File: src/rtl/ctrl_pkg.sv
// ctrl_pkg: opcode/funct decode constants, redirect codes and BHT counter reset value
package ctrl_pkg;
  localparam logic [5:0] OP_RTYPE = 6'b000000;
  localparam logic [5:0] OP_BEQ   = 6'b000100;
  localparam logic [5:0] OP_BNE   = 6'b000101;
  localparam logic [5:0] OP_J     = 6'b000010;
  localparam logic [5:0] OP_JAL   = 6'b000011;
  localparam logic [5:0] FN_JR    = 6'b001000;
  localparam logic [5:0] FN_JALR  = 6'b001001;
  localparam logic [2:0] JOP_NONE = 3'b000;
  localparam logic [2:0] JOP_BR   = 3'b001;
  localparam logic [2:0] JOP_REG  = 3'b010;
  localparam logic [2:0] JOP_JMP  = 3'b011;
  localparam logic [2:0] JOP_SEQ  = 3'b100;
  localparam logic [1:0] CNT_INIT = 2'b01;
  function automatic logic is_branch(input logic [5:0] op);
    return op == OP_BEQ || op == OP_BNE;
  endfunction
endpackage

File: src/rtl/bht_2bit.sv
// bht_2bit: direct-mapped table of 2-bit saturating counters, async read, one write port
module bht_2bit
  import ctrl_pkg::*;
#(
  parameter int DEPTH = 16,
  localparam int IDX_W = $clog2(DEPTH)
) (
  input  logic             clk,
  input  logic             rst_n,
  input  logic [IDX_W-1:0] i_rd_idx,
  output logic [1:0]       o_rd_cnt,
  input  logic             i_we,
  input  logic [IDX_W-1:0] i_wr_idx,
  input  logic             i_taken
);
  logic [1:0] r_cnt [DEPTH];
  logic [1:0] w_cur;
  assign o_rd_cnt = r_cnt[i_rd_idx];
  assign w_cur = r_cnt[i_wr_idx];
  always_ff @(posedge clk or negedge rst_n)
    if (!rst_n)
      for (int i = 0; i < DEPTH; i++) r_cnt[i] <= CNT_INIT;
    else if (i_we)
      r_cnt[i_wr_idx] <= i_taken ? w_cur + {1'b0, w_cur != 2'b11}
                                 : w_cur - {1'b0, w_cur != 2'b00};
endmodule

File: src/rtl/jump_ctrl_pred.sv
// jump_ctrl_pred: IF-stage branch prediction plus EX-stage resolution, redirect/flush
// and saturating branch/mispredict statistics.
module jump_ctrl_pred
  import ctrl_pkg::*;
#(
  parameter int PC_W      = 32,
  parameter int BHT_DEPTH = 16,
  parameter int STAT_W    = 16
) (
  input  logic              clk,
  input  logic              rst_n,
  input  logic [PC_W-1:0]   i_if_pc,
  input  logic [5:0]        i_if_opcode,
  output logic              o_pred_taken,
  input  logic              i_ex_valid,
  input  logic              i_stall,
  input  logic [PC_W-1:0]   i_ex_pc,
  input  logic [5:0]        i_ex_opcode,
  input  logic [5:0]        i_ex_funct,
  input  logic              i_ex_zero,
  input  logic              i_ex_pred_taken,
  output logic [2:0]        o_jump_op,
  output logic              o_flush,
  output logic [STAT_W-1:0] o_branch_cnt,
  output logic [STAT_W-1:0] o_mispred_cnt
);
  localparam int IDX_W = $clog2(BHT_DEPTH);
  logic [1:0]        w_if_cnt;
  logic              w_act, w_ex_br, w_taken, w_mis, w_reg, w_jmp, w_upd, w_unused;
  logic [STAT_W-1:0] r_branch_cnt, r_mispred_cnt;
  bht_2bit #(.DEPTH(BHT_DEPTH)) u_bht (
    .clk      (clk),
    .rst_n    (rst_n),
    .i_rd_idx (i_if_pc[IDX_W+1:2]),
    .o_rd_cnt (w_if_cnt),
    .i_we     (w_upd),
    .i_wr_idx (i_ex_pc[IDX_W+1:2]),
    .i_taken  (w_taken)
  );
  assign w_unused = ^{i_if_pc[PC_W-1:IDX_W+2], i_if_pc[1:0], i_ex_pc[PC_W-1:IDX_W+2], i_ex_pc[1:0], w_if_cnt[0]};
  assign o_pred_taken = is_branch(i_if_opcode) & w_if_cnt[1];
  assign w_act   = i_ex_valid & ~i_stall;
  assign w_ex_br = is_branch(i_ex_opcode);
  assign w_taken = (i_ex_opcode == OP_BEQ) ? i_ex_zero : ~i_ex_zero;
  assign w_mis   = w_ex_br & (w_taken != i_ex_pred_taken);
  assign w_reg   = i_ex_opcode == OP_RTYPE && (i_ex_funct == FN_JR || i_ex_funct == FN_JALR);
  assign w_jmp   = i_ex_opcode == OP_J || i_ex_opcode == OP_JAL;
  assign w_upd   = w_act & w_ex_br;
  // jumps are never predicted, so they always redirect; branches only on mispredict
  always_comb
    o_jump_op = !w_act ? JOP_NONE :
                w_reg  ? JOP_REG  :
                w_jmp  ? JOP_JMP  :
                w_mis  ? (w_taken ? JOP_BR : JOP_SEQ) : JOP_NONE;
  assign o_flush = o_jump_op != JOP_NONE;
  always_ff @(posedge clk or negedge rst_n)
    if (!rst_n) begin
      r_branch_cnt  <= '0;
      r_mispred_cnt <= '0;
    end else if (w_upd) begin
      r_branch_cnt  <= r_branch_cnt + STAT_W'(r_branch_cnt != '1);
      r_mispred_cnt <= r_mispred_cnt + STAT_W'(w_mis && r_mispred_cnt != '1);
    end
  assign o_branch_cnt  = r_branch_cnt;
  assign o_mispred_cnt = r_mispred_cnt;
endmodule

File: config.mk
export PLATFORM = sky130hd
export DESIGN_NAME = jump_ctrl_pred
export DESIGN_NICKNAME = d
export VERILOG_FILES = /design/src/rtl/ctrl_pkg.sv /design/src/rtl/bht_2bit.sv /design/src/rtl/jump_ctrl_pred.sv
export SDC_FILE = /design/constraint.sdc
export NUM_CORES = 1
export LEC_CHECK = 0
export CAP_MARGIN = 20
export CELL_PAD_IN_SITES_DETAIL_PLACEMENT = 0
export CELL_PAD_IN_SITES_GLOBAL_PLACEMENT = 1
export CORE_MARGIN = 2
export CORE_UTILIZATION = 36
export DETAILED_ROUTE_END_ITERATION = 10
export PLACE_DENSITY_LB_ADDON = 0.1
export REMOVE_ABC_BUFFERS = 1
export SLEW_MARGIN = 25
export SYNTH_ARGS = -nofsm -noshare
export SYNTH_HDL_FRONTEND = slang
export SYNTH_SLANG_ARGS = --single-unit
File: constraint.sdc
create_clock -name clk -period 4.1 [get_ports clk]
set_clock_uncertainty 0.15 [all_clocks]
set_input_delay 0.615 -clock clk [delete_from_list [all_inputs] [get_ports clk]]
set_output_delay 0.615 -clock clk [all_outputs]
set_load 0.005 [all_outputs]
==> impl_results.md <==
* Total Power at 1.65 mW
* Synth Instances at 433
* Post-route DRC at 0
* Clk pin slew, worst setup/hold paths at 0.05 ns
* Largest net degree at the start of global routing at 38
* I/O Buffers at 66
* Cell with the most instances after synthesis: dfrtp_1
* Total Neg Setup Slack at 0 ns
* Area Overhead vs Synth at 30.1%
* Post-synthesis average cell area at 10.1 µm²
* Initial antenna violation count at 0
* Period Utilization, post-route at 94.3%
* Seq/Total Area, Yosys at 37.2%
* Hold buffers post-CTS at 0
* Die ar. at 13000 µm²
* Synth top area share at 27.5%
* Final worst slack at 0.233 ns
* First drt pass iteration count at 4
* Non-filler instance count after layout at 665
* WP data arrival at 3.10 ns
* Cell Area, Placed at 5330 µm²
* #FFs+latches synth at 64
* Cell taking the most area after synthesis: dfrtp_1
* # IOs at 125
* Diode count at 0
* DR vias/cell at 5.80
* Post-route core utilization at 47.6%
* Vias in the first global route at 3811
* Max-slew headroom at 43.0%
* DRT iter0 DRCs at 235
* Status: finished clean
* Worst min path class: primary input to async pin
* Cell Area, Synth at 4360 µm²
* EDFF count, synth at 0
* Row cnt at 40
* Core Area at 11900 µm²
* Critical Path RT at 3.34 ns
* Worst IR Drop VDD at 0.186 mV
* Hold Vio Cnt, Final at 0
* Post-DP HPWL at 8670 µm
* # setup viols final at 0
* Max FO, Critical Path at 20
* GP Congestion at 0.789
* Slew @ Worst Pin at 0.854 ns
* CTS tree: done
* CTS H-tree depth at 3
* Final Cell Area at 5670 µm²
* Main flop type after synthesis: dfrtp_1
* DP Cell Count at 649
* Clk sink count at 64
* Critical path capture point type: output pin
* Netlist cell types at 47
* Power Density at 290 nW/µm²
* Post_cts resized at 0
* Total setup buffers inserted after CTS at 0
* Wire length per cell at 19.1 µm
* Fraction of registers with async set/reset at 100%
* Min Hold Slack at 0.229 ns
* Detailed-route wire length at 12700 µm
* Via Count at 3856
* Min Tclk post-route at 3.87 ns
* Global route overflow at 0
* Post-synth top cells: dfrtp_1 (48), nand4_1 (41), nor4_1 (36)
* Final ANT Viol Nets at 0
* Max-slew violation count at 0
* Clk_lat worst skew at 0.34 ns
* # Max-Cap Violations at 0
* Max Clock Freq at 259 MHz
* Die X at 114 µm
* Crit Path Class: primary input to output pin
* First-pass GRT wire length at 20400 µm
* Initial core utilization at 36.6%
* CTS max path bufs at 2
* Leakage at 2.26 nW
* Nets at 606
* Die H at 114 µm
* Crit path launch type: primary input
* YS warnings at 0
* Fillers at 1147
* Leading post-synthesis cells by cell area: dfrtp_1 (28%), dfstp_2 (9.6%), mux4_2 (6.2%)
* Clock root cell: clkbuf_16
* Layout cells sized above 1 at 23.9%
* CTS buffer count at 9
* Tot GR Track Use at 20.2%
* Place WS at -0.129 ns
## worst paths after layout
check / slack (ns) / endpoint / startpoint / depth (start not counted)
worst max-delay path: 0.23 / o_jump_op[0] / i_ex_opcode[3] / 8
worst min-delay path: 0.23 / o_mispred_cnt[12] / rst_n / 1
worst max register to register: 0.94 / o_mispred_cnt[10] / o_mispred_cnt[8] / 12
worst min register to register: 0.34 / o_branch_cnt[11] / o_branch_cnt[11] / 1
max in group asynchronous: 2.60 / u_bht.r_cnt[14] / rst_n / 2
min in group clk: 0.34 / o_branch_cnt[11] / o_branch_cnt[11] / 1
## layout make-up
type | instances | area, µm² | share of cell area, %
sequential | 64 | 1620 | 28.6
multi-input combinational | 331 | 2580 | 45.5
tap | 147 | 184 | 3.24
clock buffer | 11 | 253 | 4.45
inverter | 5 | 18.8 | 0.331
clock inverter | 5 | 78.8 | 1.39
timing repair buffer | 102 | 938 | 16.5
## placed cells by master (no fill, tap or decap), drive strengths merged, types with 2 or more instances in the layout
cell type / instances
and4: 2
a211oi: 16
and2: 16
dfrtp: 48
inv: 5
nor4: 37
a21oi: 2
buf: 37
clkbuf: 11
nand3: 26
mux2: 19
nand2: 24
ha: 5
clkdlybuf4s50: 65
nand4: 41
nor3: 5
clkinv: 3
mux2i: 17
and3: 6
nor4b: 2
dfstp: 16
nor2b: 4
mux4: 12
xor2: 13
nand2b: 3
xnor2: 16
nor2: 31
or4: 2
and4bb: 2
a221oi: 16
bufinv: 2
or3: 3
## flip-flops by register name, indices dropped and copies added (netlist names)
signal and flops:
o_branch_cnt 16, o_mispred_cnt 16, u_bht.r_cnt 32
## routing by layer
layer / vias up / share of wire [%] / GRT usage, % / wire length (µm)
met5: - / 0 / 0 / 0
met4: 0 / 1.5 / 7.48 / 191
met3: 12 / 6.6 / 4.66 / 832
met2: 110 / 46 / 31.0 / 5890
met1: 1882 / 46 / 28.0 / 5780
li1: 1852 / - / - / -
## report_power, final
group / switching (mW) / internal [mW] / total [mW]
sequential: 0.00476 / 0.640 / 0.645
combinational: 0.0798 / 0.0640 / 0.144
clock: 0.293 / 0.564 / 0.857
total: 0.377 / 1.27 / 1.65
## critical path, cell delays in order
cell	delay (ns)
clkdlybuf4s50_1	0.42
or3_1	0.42
buf_4	0.17
o31ai_4	0.23
nand2_1	0.12
buf_4	0.24
o32ai_1	0.33
clkdlybuf4s50_1	0.55
## cell families after synthesis
logic type / Yosys count / share of synthesized area (%)
multiplexers: 48 / 15.0
buffers and inverters: 38 / 4.05
AND/OR/NAND/NOR: 208 / 27.1
AO/OA/AOI/OAI: 41 / 9.35
flip-flops: 64 / 37.2
adder cells (fa/ha/maj): 5 / 1.43
XOR/XNOR: 29 / 5.82
No activity file was read; power rests on OpenSTA's default activity.
